`src/rtl/coin_session_ctrl_pkg.sv`:
```
`default_nettype none
// ============================================================================
// Module      : coin_session_ctrl_pkg
// Description : Shared state encoding, session modes and default pricing.
// Revision    : 1.0 - initial release
// ============================================================================
package coin_session_ctrl_pkg;

    typedef enum logic [1:0] {
        ST_IDLE   = 2'd0,
        ST_CREDIT = 2'd1,
        ST_RUN    = 2'd2,
        ST_DONE   = 2'd3
    } state_e;

    localparam logic [3:0] c_MODE_SHORT = 4'd1;
    localparam logic [3:0] c_MODE_LONG  = 4'd9;

    localparam int c_DEBOUNCE_CYCLES_DEF = 4;
    localparam int c_PRICE_SHORT_DEF     = 1;
    localparam int c_PRICE_LONG_DEF      = 3;
    localparam int c_CREDIT_MAX_DEF      = 9;

endpackage
`default_nettype wire

```
`src/rtl/coin_session_ctrl_debounce.sv`:
```
`default_nettype none
// ============================================================================
// Module      : coin_debounce
// Description : 2-flop synchronizer plus counting debouncer; pulses on each
//               accepted rising edge of the filtered coin level.
// Revision    : 1.0 - initial release
// ============================================================================
module coin_debounce
    import coin_session_ctrl_pkg::*;
#(
    parameter int DEBOUNCE_CYCLES = c_DEBOUNCE_CYCLES_DEF
) (
    input  logic Clk,
    input  logic Reset,
    input  logic i_coinRaw,
    output logic o_rise
);

    localparam int c_CNT_W = (DEBOUNCE_CYCLES > 1) ? $clog2(DEBOUNCE_CYCLES) : 1;
    localparam logic [c_CNT_W-1:0] c_CNT_LAST = c_CNT_W'(DEBOUNCE_CYCLES - 1);

    logic               r_sync1;
    logic               r_sync2;
    logic               r_level;
    logic               r_rise;
    logic [c_CNT_W-1:0] r_cnt;

    // The level flips on the DEBOUNCE_CYCLES-th consecutive differing sample.
    always_ff @(posedge Clk) begin
        if (Reset) begin
            r_sync1 <= 1'b0;
            r_sync2 <= 1'b0;
            r_level <= 1'b0;
            r_rise  <= 1'b0;
            r_cnt   <= '0;
        end else begin
            r_sync1 <= i_coinRaw;
            r_sync2 <= r_sync1;
            r_rise  <= 1'b0;
            if (r_sync2 == r_level) begin
                r_cnt <= '0;
            end else if (r_cnt == c_CNT_LAST) begin
                r_level <= r_sync2;
                r_rise  <= r_sync2;
                r_cnt   <= '0;
            end else begin
                r_cnt <= r_cnt + 1'b1;
            end
        end
    end

    assign o_rise = r_rise;

endmodule
`default_nettype wire

```
`src/rtl/coin_session_ctrl.sv`:
```
`default_nettype none
// ============================================================================
// Module      : coin_session_ctrl
// Description : Coin-operated session controller: credit bookkeeping, plan
//               purchase and session counter handshake.
// Revision    : 1.0 - initial release
// ============================================================================
module coin_session_ctrl
    import coin_session_ctrl_pkg::*;
#(
    parameter int DEBOUNCE_CYCLES = c_DEBOUNCE_CYCLES_DEF,
    parameter int PRICE_SHORT     = c_PRICE_SHORT_DEF,
    parameter int PRICE_LONG      = c_PRICE_LONG_DEF,
    parameter int CREDIT_MAX      = c_CREDIT_MAX_DEF
) (
    input  logic       Clk,
    input  logic       Reset,
    input  logic       CoinIn,
    input  logic       Start,
    input  logic [3:0] ModeSel,
    input  logic       TimeUp,
    output logic       CounterEnable,
    output logic [3:0] CounterInput,
    output logic [3:0] Credit,
    output logic       CoinAccepted,
    output logic       CoinReject,
    output logic       SessionDone
);

    localparam logic [3:0] c_PRICE_S    = 4'(PRICE_SHORT);
    localparam logic [3:0] c_PRICE_L    = 4'(PRICE_LONG);
    localparam logic [3:0] c_CREDIT_MAX = 4'(CREDIT_MAX);

    state_e     r_state;
    logic [3:0] r_credit;
    logic [3:0] r_counterInput;
    logic       r_counterEnable;
    logic       r_coinAccepted;
    logic       r_coinReject;
    logic       r_sessionDone;

    logic       w_coin;
    logic [3:0] w_price;
    logic       w_startOk;
    logic [3:0] w_base;
    logic       w_accept;
    logic       w_reject;
    logic [3:0] w_creditNext;

    coin_debounce #(
        .DEBOUNCE_CYCLES(DEBOUNCE_CYCLES)
    ) u_debounce (
        .Clk      (Clk),
        .Reset    (Reset),
        .i_coinRaw(CoinIn),
        .o_rise   (w_coin)
    );

    // Price is checked against pre-cycle credit; a coparallel coin lands on top.
    always_comb begin
        w_price      = (ModeSel == c_MODE_SHORT) ? c_PRICE_S : c_PRICE_L;
        w_startOk    = (r_state == ST_CREDIT) && Start && (r_credit >= w_price);
        w_base       = w_startOk ? (r_credit - w_price) : r_credit;
        w_accept     = w_coin && (w_base < c_CREDIT_MAX);
        w_reject     = w_coin && !w_accept;
        w_creditNext = w_accept ? (w_base + 4'd1) : w_base;
    end

    always_ff @(posedge Clk) begin
        if (Reset) begin
            r_state         <= ST_IDLE;
            r_credit        <= 4'd0;
            r_counterInput  <= 4'd0;
            r_counterEnable <= 1'b0;
            r_coinAccepted  <= 1'b0;
            r_coinReject    <= 1'b0;
            r_sessionDone   <= 1'b0;
        end else begin
            r_credit       <= w_creditNext;
            r_coinAccepted <= w_accept;
            r_coinReject   <= w_reject;
            r_sessionDone  <= 1'b0;
            case (r_state)
                ST_IDLE: begin
                    if (w_accept) r_state <= ST_CREDIT;
                end
                ST_CREDIT: begin
                    if (w_startOk) begin
                        r_state         <= ST_RUN;
                        r_counterInput  <= (ModeSel == c_MODE_SHORT) ? c_MODE_SHORT : c_MODE_LONG;
                        r_counterEnable <= 1'b1;
                    end
                end
                ST_RUN: begin
                    if (TimeUp) begin
                        r_state         <= ST_DONE;
                        r_counterEnable <= 1'b0;
                        r_sessionDone   <= 1'b1;
                    end
                end
                ST_DONE: begin
                    r_state <= (w_creditNext != 4'd0) ? ST_CREDIT : ST_IDLE;
                end
                default: r_state <= ST_IDLE;
            endcase
        end
    end

    assign CounterEnable = r_counterEnable;
    assign CounterInput  = r_counterInput;
    assign Credit        = r_credit;
    assign CoinAccepted  = r_coinAccepted;
    assign CoinReject    = r_coinReject;
    assign SessionDone   = r_sessionDone;

endmodule
`default_nettype wire

```
`config.mk`:
```
export PLATFORM = sky130hd
export DESIGN_NAME = coin_session_ctrl
export DESIGN_NICKNAME = d
export VERILOG_FILES = /design/src/rtl/coin_session_ctrl_pkg.sv /design/src/rtl/coin_session_ctrl_debounce.sv /design/src/rtl/coin_session_ctrl.sv
export SDC_FILE = /design/constraint.sdc
export NUM_CORES = 1
export LEC_CHECK = 0
export CAP_MARGIN = 20
export CORE_MARGIN = 4
export CORE_UTILIZATION = 30
export DETAILED_ROUTE_END_ITERATION = 8
export GPL_TIMING_DRIVEN = 0
export PLACE_DENSITY = 0.61
export SLEW_MARGIN = 20
export SYNTH_ARGS = -nofsm -noshare
export SYNTH_HDL_FRONTEND = slang
export SYNTH_SLANG_ARGS = --single-unit
```
`constraint.sdc`:
```
create_clock -name Clk -period 4.2 [get_ports Clk]
set_clock_uncertainty 0.15 [all_clocks]
set_input_delay 1.05 -clock Clk [delete_from_list [all_inputs] [get_ports Clk]]
set_output_delay 1.05 -clock Clk [all_outputs]
set_load 0.01 [all_outputs]
```
Word-level counts from Yosys, hierarchy flattened
Index checks and enable logic that the tools add are counted.
{ "op_classes": {"n_addsub": 3, "n_lt_le_gt_ge": 2, "eq_ne": 9, "n_reduce_logical": 15, "mux": 13, "bitwise": 3} }
{ "ops": {"columns": ["op", "n"], "rows": [
  ["4-bit 2-to-1 mux", 3],
  ["2-bit 2-to-1 mux", 4],
  ["2-bit one-hot mux with 4 select lines", 1],
  ["2-bit equality test, second input constant", 3],
  ["2-bit != test, second input constant", 3],
  ["3-bit AND reduction", 2],
  ["3-bit OR reduction", 2],
  ["4-bit by 1-bit adder with 4-bit output, second input constant", 1],
  ["4-bit by 1-bit equality test with 1-bit output, second input constant", 1],
  ["4-bit by 2-bit greater-or-equal comparator with 1-bit output", 1],
  ["1-bit logical AND", 4],
  ["4-bit less-than comparator, second input constant", 1],
  ["1-bit 2-to-1 mux", 4],
  ["2-bit AND reduction", 2],
  ["4-bit nonzero test", 1],
  ["4-bit by 2-bit subtractor with 4-bit output", 1],
  ["1-bit inverter", 3],
  ["2-bit by 1-bit adder with 2-bit output, second input constant", 1],
  ["2-bit by 1-bit equality test with 1-bit output, second input constant", 1],
  ["2-bit zero test", 1],
  ["1-bit one-hot mux with 2 select lines", 1],
  ["2-bit nonzero test", 1],
  ["2-bit OR reduction", 1],
  ["1-bit equality test", 1],
  ["1-bit zero test", 1]
]} }
{ "word_totals": {"register_bits": 20, "input_bits": 9, "output_inout_bits": 12, "elab_cells": 57} }

Depth between registers and ports, before layout
{ "logic_depth": {"word_depth": 11, "depth_mapped": 13, "mapped_depth_nobuf": 13} }

Hierarchy
Synthesis repeated with hierarchy kept, for this count alone.
{ "hier_totals": {"cells_unflattened": 109, "hier_area_um2": 998.5} }
{ "modules_own_cells": {"columns": ["mod", "area_each_um2", "cells_per_inst", "seq_area_each_um2", "instances"], "rows": [
  ["coin_session_ctrl", 797.0, 94, 240.2, 1],
  ["coin_debounce", 201.4, 15, 120.1, 1]
]} }

Worst setup path after synthesis
OpenSTA, ideal clock, no wires.
{ "synth_path": {"path_type": "input port to flip-flop", "from": "input port ModeSel[1]", "to": "register r_state[1]", "setup_time_ns": 0.128, "path_buffers": 0, "stages": 12, "arrival_ns": 3.805, "slack_ns": 0.118, "required_ns": 3.922, "cell_sequence": "nor4b_1 inv_1 fa_1 nor4b_2 or2_2 o21ai_0 inv_1 ha_1 a311oi_4 a21o_2 mux2i_1 nor2_1"} }
{ "synth_via": {"elab_chain_len": 9, "word_cells_on_any_way": 11, "cone_classes": "add/sub: 1; order compare: 2; eq/ne: 3; mux: 2; reduce/logical: 3"} }
{ "synth_lines": {"columns": ["element", "line", "source"], "rows": [
  ["from (decl)", "coin_session_ctrl.sv:20", "input logic [3:0] ModeSel,"],
  ["4-bit by 1-bit equality test with 1-bit output *", "coin_session_ctrl.sv:61", "w_price = (ModeSel == c_MODE_SHORT) ? c_PRICE_S : c_PRICE_L;"],
  ["2-bit 2-to-1 mux *", "coin_session_ctrl.sv:61", null],
  ["named net w_price[1]", "coin_session_ctrl.sv:43", "logic [3:0] w_price;"],
  ["4-bit by 2-bit greater-or-equal comparator with 1-bit output", "coin_session_ctrl.sv:62", "w_startOk = (r_state == ST_CREDIT) && Start && (r_credit >= w_price);"],
  ["1-bit logical AND", "coin_session_ctrl.sv:62", null],
  ["4-bit 2-to-1 mux", "coin_session_ctrl.sv:63", "w_base = w_startOk ? (r_credit - w_price) : r_credit;"],
  ["4-bit less-than comparator", "coin_session_ctrl.sv:64", "w_accept = w_coin && (w_base < c_CREDIT_MAX);"],
  ["1-bit logical AND", "coin_session_ctrl.sv:64", null],
  ["2-bit != test (no line)", null, null],
  ["3-bit AND reduction (no line) *", null, null],
  ["to (signal assigned)", "coin_session_ctrl.sv:102", "r_state <= (w_creditNext != 4'd0) ? ST_CREDIT : ST_IDLE;"],
  ["to (decl)", "coin_session_ctrl.sv:34", "state_e r_state;"]
]} }
The timed path passes the listed nets; every way through them passes the cells marked *.
A chain may end at the register's enable or synchronous reset.

Worst setup path after layout
{ "layout_path": {"from": "input port ModeSel[2]", "to": "register r_state[0]"} }
{ "layout_via": {"elab_chain_len": 11, "word_cells_on_any_way": 16, "cone_classes": "add/sub: 2; order compare: 2; eq/ne: 3; mux: 5; reduce/logical: 4"} }
{ "layout_lines": {"columns": ["element", "line", "source"], "rows": [
  ["4-bit by 1-bit equality test with 1-bit output *", "coin_session_ctrl.sv:61", null],
  ["2-bit 2-to-1 mux *", "coin_session_ctrl.sv:61", null],
  ["4-bit by 2-bit greater-or-equal comparator with 1-bit output", "coin_session_ctrl.sv:62", null],
  ["1-bit logical AND", "coin_session_ctrl.sv:62", null],
  ["4-bit 2-to-1 mux", "coin_session_ctrl.sv:63", null],
  ["4-bit less-than comparator", "coin_session_ctrl.sv:64", null],
  ["1-bit logical AND", "coin_session_ctrl.sv:64", null],
  ["4-bit 2-to-1 mux", "coin_session_ctrl.sv:66", "w_creditNext = w_accept ? (w_base + 4'd1) : w_base;"],
  ["4-bit nonzero test", "coin_session_ctrl.sv:102", null],
  ["1-bit 2-to-1 mux", "coin_session_ctrl.sv:102", null],
  ["2-bit one-hot mux with 4 select lines", "coin_session_ctrl.sv:83", "case (r_state)"]
]} }
Mark *: on every way between the ends. The rest lies on a longest branch, timed or not.

==> out/qor.csv <==
stage;metric;value;unit
grt;grt_max_degree;11;
synthesis;synthAdderAreaFrac;14.11;%
synthesis;yosysWarningCount;0;
synthesis;avgSynthCellArea;9.183;um^2
clocking;clk_pin_slew;110;ps
critical_path;crit_fanout;5;
placed_design;portBuffers;18;
grt;antenna_found_initial;0;
grt;gr-total-overflow;0;
floorplanning;fp.dieH;66.55;um
detailed_routing;route.detailed.wl_per_inst;12.23;um
timing;slew_viol_final;0;
clocking;root_buffer;clkbuf_4;
timing;setup_viol_count_final;0;
layout;layout_common_cells;dfxtp_1 (18), clkdlybuf4s50_1 (18), nor2_1 (14), inv_1 (12), ha_1 (8);
detailed_routing;via_count;881;
power_and_ir_drop;power;324.5;uW
layout;area.growth.synth_to_final;37.83;%
synthesis;synth_top_family_by_area;compound AO/OA/AOI/OAI gates;
timing;finalCritPeriodShare;97.58;%
power_and_ir_drop;power_density;228.9;mW/mm^2
detailed_routing;avgViaCountPerCell;4.788;
clocking;h-tree-depth;1;
synthesis;synth_simple_gate_area_share;17.88;%
layout;fillCellCount;320;
timing;worstMarginPinSlew;552.8;ps
clocking;clk_latency;290;ps
clocking;tritoncts;built;
synthesis;ys_types;38;
timing;hold_violations;0;
detailed_routing;drt_iter0_markers;27;
floorplanning;floorplan.initialDensity;32.62;%
synthesis;muxShareOfSynthArea;3.285;%
timing;fmaxAchievable;244.0;MHz
run_status;outcome;complete, no violations;
critical_path;arrival;4180;ps
floorplanning;coreArea;0.003153;mm^2
floorplanning;row_count;20;
synthesis;synth_area;0.001028;mm^2
timing;min_period;4098;ps
grt;grt_pass1_wl;3.891;mm
detailed_routing;drc;0;
critical_path;timing.critical_path.buf_inv;3;
critical_path;slowest_delay;440;ps
layout;n_antenna_cell;0;
detailed_routing;dr.pass1.iters;4;
floorplanning;num_io_pins;21;
timing;hold_ws;277.6;ps
run;cap_violations;0;
grt;grt_usage;11.11;%
critical_path;worstSetupPathType;input port to flip-flop;
layout;drive_gt1_share;17.86;%
worst_hold_path;holdPathStages;1;
placed_design;placed_area;0.001267;mm^2
synthesis;synthCells;112;
critical_path;reg2reg_depth;12;
layout;multi_input_area;680.7;um^2
critical_path;critical-path-top-delay-family;simple AND/OR/NAND/NOR gates;
clocking;cts_buffers;3;
detailed_routing;routed_wl;2.251;mm
critical_path;rrSetupSlack;1060;ps
power_and_ir_drop;irDropWorstVdd;146.8;uV
layout;design_area;0.001418;mm^2
synthesis;synth_compound_area_share;18.49;%
synthesis;ys_ff_latch;18;
worst_hold_path;hold_end;u_debounce.r_cnt[0]$_SDFF_PP0_;
placed_design;dp_hpwl;1.707;mm
layout;area.sequential;360.3;um^2
timing;slew_headroom;62.42;%
layout;final_util;44.96;%
critical_path;cp.required;4280;ps
clocking;cts.sinks;18;
floorplanning;dieArea;0.004429;mm^2
layout;layout.nets;161;
critical_path;rr_startpoint;Credit[0]$_SDFF_PP0_;
synthesis;synth-xor-area-share;4.258;%
placed_design;gp_congestion;0.7821;
critical_path;cp_slowest_cell;clkdlybuf4s50_1;
critical_path;start_kind;input port;
worst_hold_path;hold_path_class;flip-flop to flip-flop;
worst_hold_path;worstHoldStart;u_debounce.r_cnt[0]$_SDFF_PP0_;
grt;grt_pass1_vias;902;
detailed_routing;final_antenna_net_count;0;
synthesis;seq_area_frac_synth;35.04;%
clocking;clock_path_buffers;2;
critical_path;crit_chain;clkdlybuf4s50_1 -> nor4b_4 -> ha_1 -> ha_4 -> nor4b_4 -> or2_4 -> nand2_1 -> o21ai_2 -> inv_2 -> ha_4 -> a311oi_4 -> buf_4 -> nor2_1 -> a22o_1 -> a21oi_1;
critical_path;endpoint_kind;flip-flop;
power_and_ir_drop;p_leak;0.5478;nW
floorplanning;die_width;66.55;um
critical_path;r2r-end;r_state[0]$_SDFFE_PP0P_;
==> worst register-to-register path, stage by stage (launching register included) <==
cell      delay [ps]
dfxtp_1          580
inv_1            150
fa_1             470
nor4b_4          170
or2_4            250
o21ai_2          200
inv_2             80
ha_4             180
a311oi_4         320
buf_4            190
nor2_1            50
a22o_1           200
a21oi_1          110
==> flip-flops by register name, indices dropped and copies added, names as in the netlist <==
| register | flops |
|---|---|
| Credit | 4 |
| CounterInput | 2 |
| r_state | 2 |
| u_debounce.r_cnt | 2 |
| CoinAccepted | 1 |
| CoinReject | 1 |
| CounterEnable | 1 |
| SessionDone | 1 |
| u_debounce.o_rise | 1 |
| u_debounce.r_level | 1 |
| u_debounce.r_sync1 | 1 |
| u_debounce.r_sync2 | 1 |
==> cell type report <==
cell class,count,share of cell area [%]
multi-input cells,79,48.01
plain buffers,3,1.324
flip-flops and latches,18,25.42
well taps,44,3.883
inverters,13,3.442
clock buffers,4,2.560
repair buffers,23,15.36
==> metrics by stage <==
step | setup TNS (ps) | cells | setup slack, ps
global placement | -3279 | 175 | -715.8
CTS | 0 | 181 | 35.66
finish | 0 | 184 | 101.7
global route | -60.59 | 184 | -35.68
detailed placement | -3668 | 175 | -769.4
floorplan | 0 | 113 | 117.7
==> cell families (layout without fill, tap and decap cells) <==
| family | after synthesis | count (layout) |
|---|---|---|
| simple gates | 36 | 36 |
| compound gates | 22 | 22 |
| flops | 18 | 18 |
| buf+inv | 16 | 43 |
| fa+ha+maj | 11 | 11 |
| xor+xnor | 5 | 5 |
| mux | 3 | 3 |
| other cells | 1 | 2 |
==> Yosys cell counts <==
| cell type | count | area share (%) |
|---|---|---|
| a2111oi_0 | 1 | 0.85 |
| a211o_1 | 1 | 0.85 |
| a211oi_1 | 3 | 2.2 |
| a21o_2 | 1 | 0.85 |
| a21oi_1 | 2 | 0.97 |
| a221oi_1 | 1 | 0.85 |
| a22o_1 | 1 | 0.85 |
| a22oi_1 | 1 | 0.73 |
| a311oi_4 | 1 | 2.6 |
| and3_1 | 1 | 0.61 |
| buf_4 | 2 | 1.5 |
| clkbuf_1 | 1 | 0.36 |
| conb_1 | 1 | 0.36 |
| dfxtp_1 | 18 | 35 |
| fa_1 | 1 | 1.9 |
| ha_1 | 10 | 12 |
| inv_1 | 13 | 4.7 |
| mux2i_1 | 2 | 1.9 |
| mux2i_2 | 1 | 1.3 |
| nand2_1 | 5 | 1.8 |
| nand3_1 | 4 | 1.9 |
| nor2_1 | 15 | 5.5 |
| nor2b_1 | 2 | 1.2 |
| nor3_1 | 1 | 0.49 |
| nor4_1 | 2 | 1.2 |
| nor4b_1 | 1 | 0.85 |
| nor4b_2 | 1 | 1.5 |
| nor4bb_1 | 1 | 0.97 |
| o211ai_1 | 2 | 1.5 |
| o21ai_0 | 3 | 1.5 |
| o21ba_1 | 1 | 0.97 |
| o21bai_1 | 1 | 0.73 |
| o221ai_2 | 1 | 1.5 |
| o311a_1 | 1 | 0.97 |
| o31ai_1 | 1 | 0.73 |
| or2_2 | 1 | 0.61 |
| or3_1 | 2 | 1.2 |
| xnor2_1 | 5 | 4.3 |
==> worst max-delay path by stage <==
stage | from | end | slack [ps] | depth (start not counted)
after floorplan | ModeSel[1] | r_state[1]$_SDFFE_PP0P_ | 120 | 12
after global placement | ModeSel[1] | r_state[1]$_SDFFE_PP0P_ | -720 | 13
after detailed placement | ModeSel[1] | r_state[1]$_SDFFE_PP0P_ | -770 | 13
after CTS | ModeSel[3] | r_state[1]$_SDFFE_PP0P_ | 40 | 14
after global routing | ModeSel[2] | r_state[1]$_SDFFE_PP0P_ | -40 | 14
final | ModeSel[2] | r_state[0]$_SDFFE_PP0P_ | 100 | 15
==> power breakdown <==
part	switching [mW]	total [mW]	internal [mW]
clock	0.0543	0.107	0.0527
sequential	0.00272	0.176	0.173
combinational	0.0217	0.0413	0.0196
total	0.0787	0.325	0.246
==> layer usage <==
metal  GRT usage (%)  up-vias  wire length (um)
met5               0        -                 0
met4           2.284        0                 9
met3           2.192        2                66
met2           21.16       10              1229
met1           12.58      423               945
li1                -      446                 -
==> timing repair <==
| action | CTS | global route |
|---|---|---|
| setup endpoints to repair | 7 | 3 |
| buffers inserted | 2 | 3 |
| gates resized for setup | 9 | 6 |
| pin swaps | 5 | 6 |
| hold buffers | 0 | 0 |
Note: power is estimated with default switching activity, not from simulation.
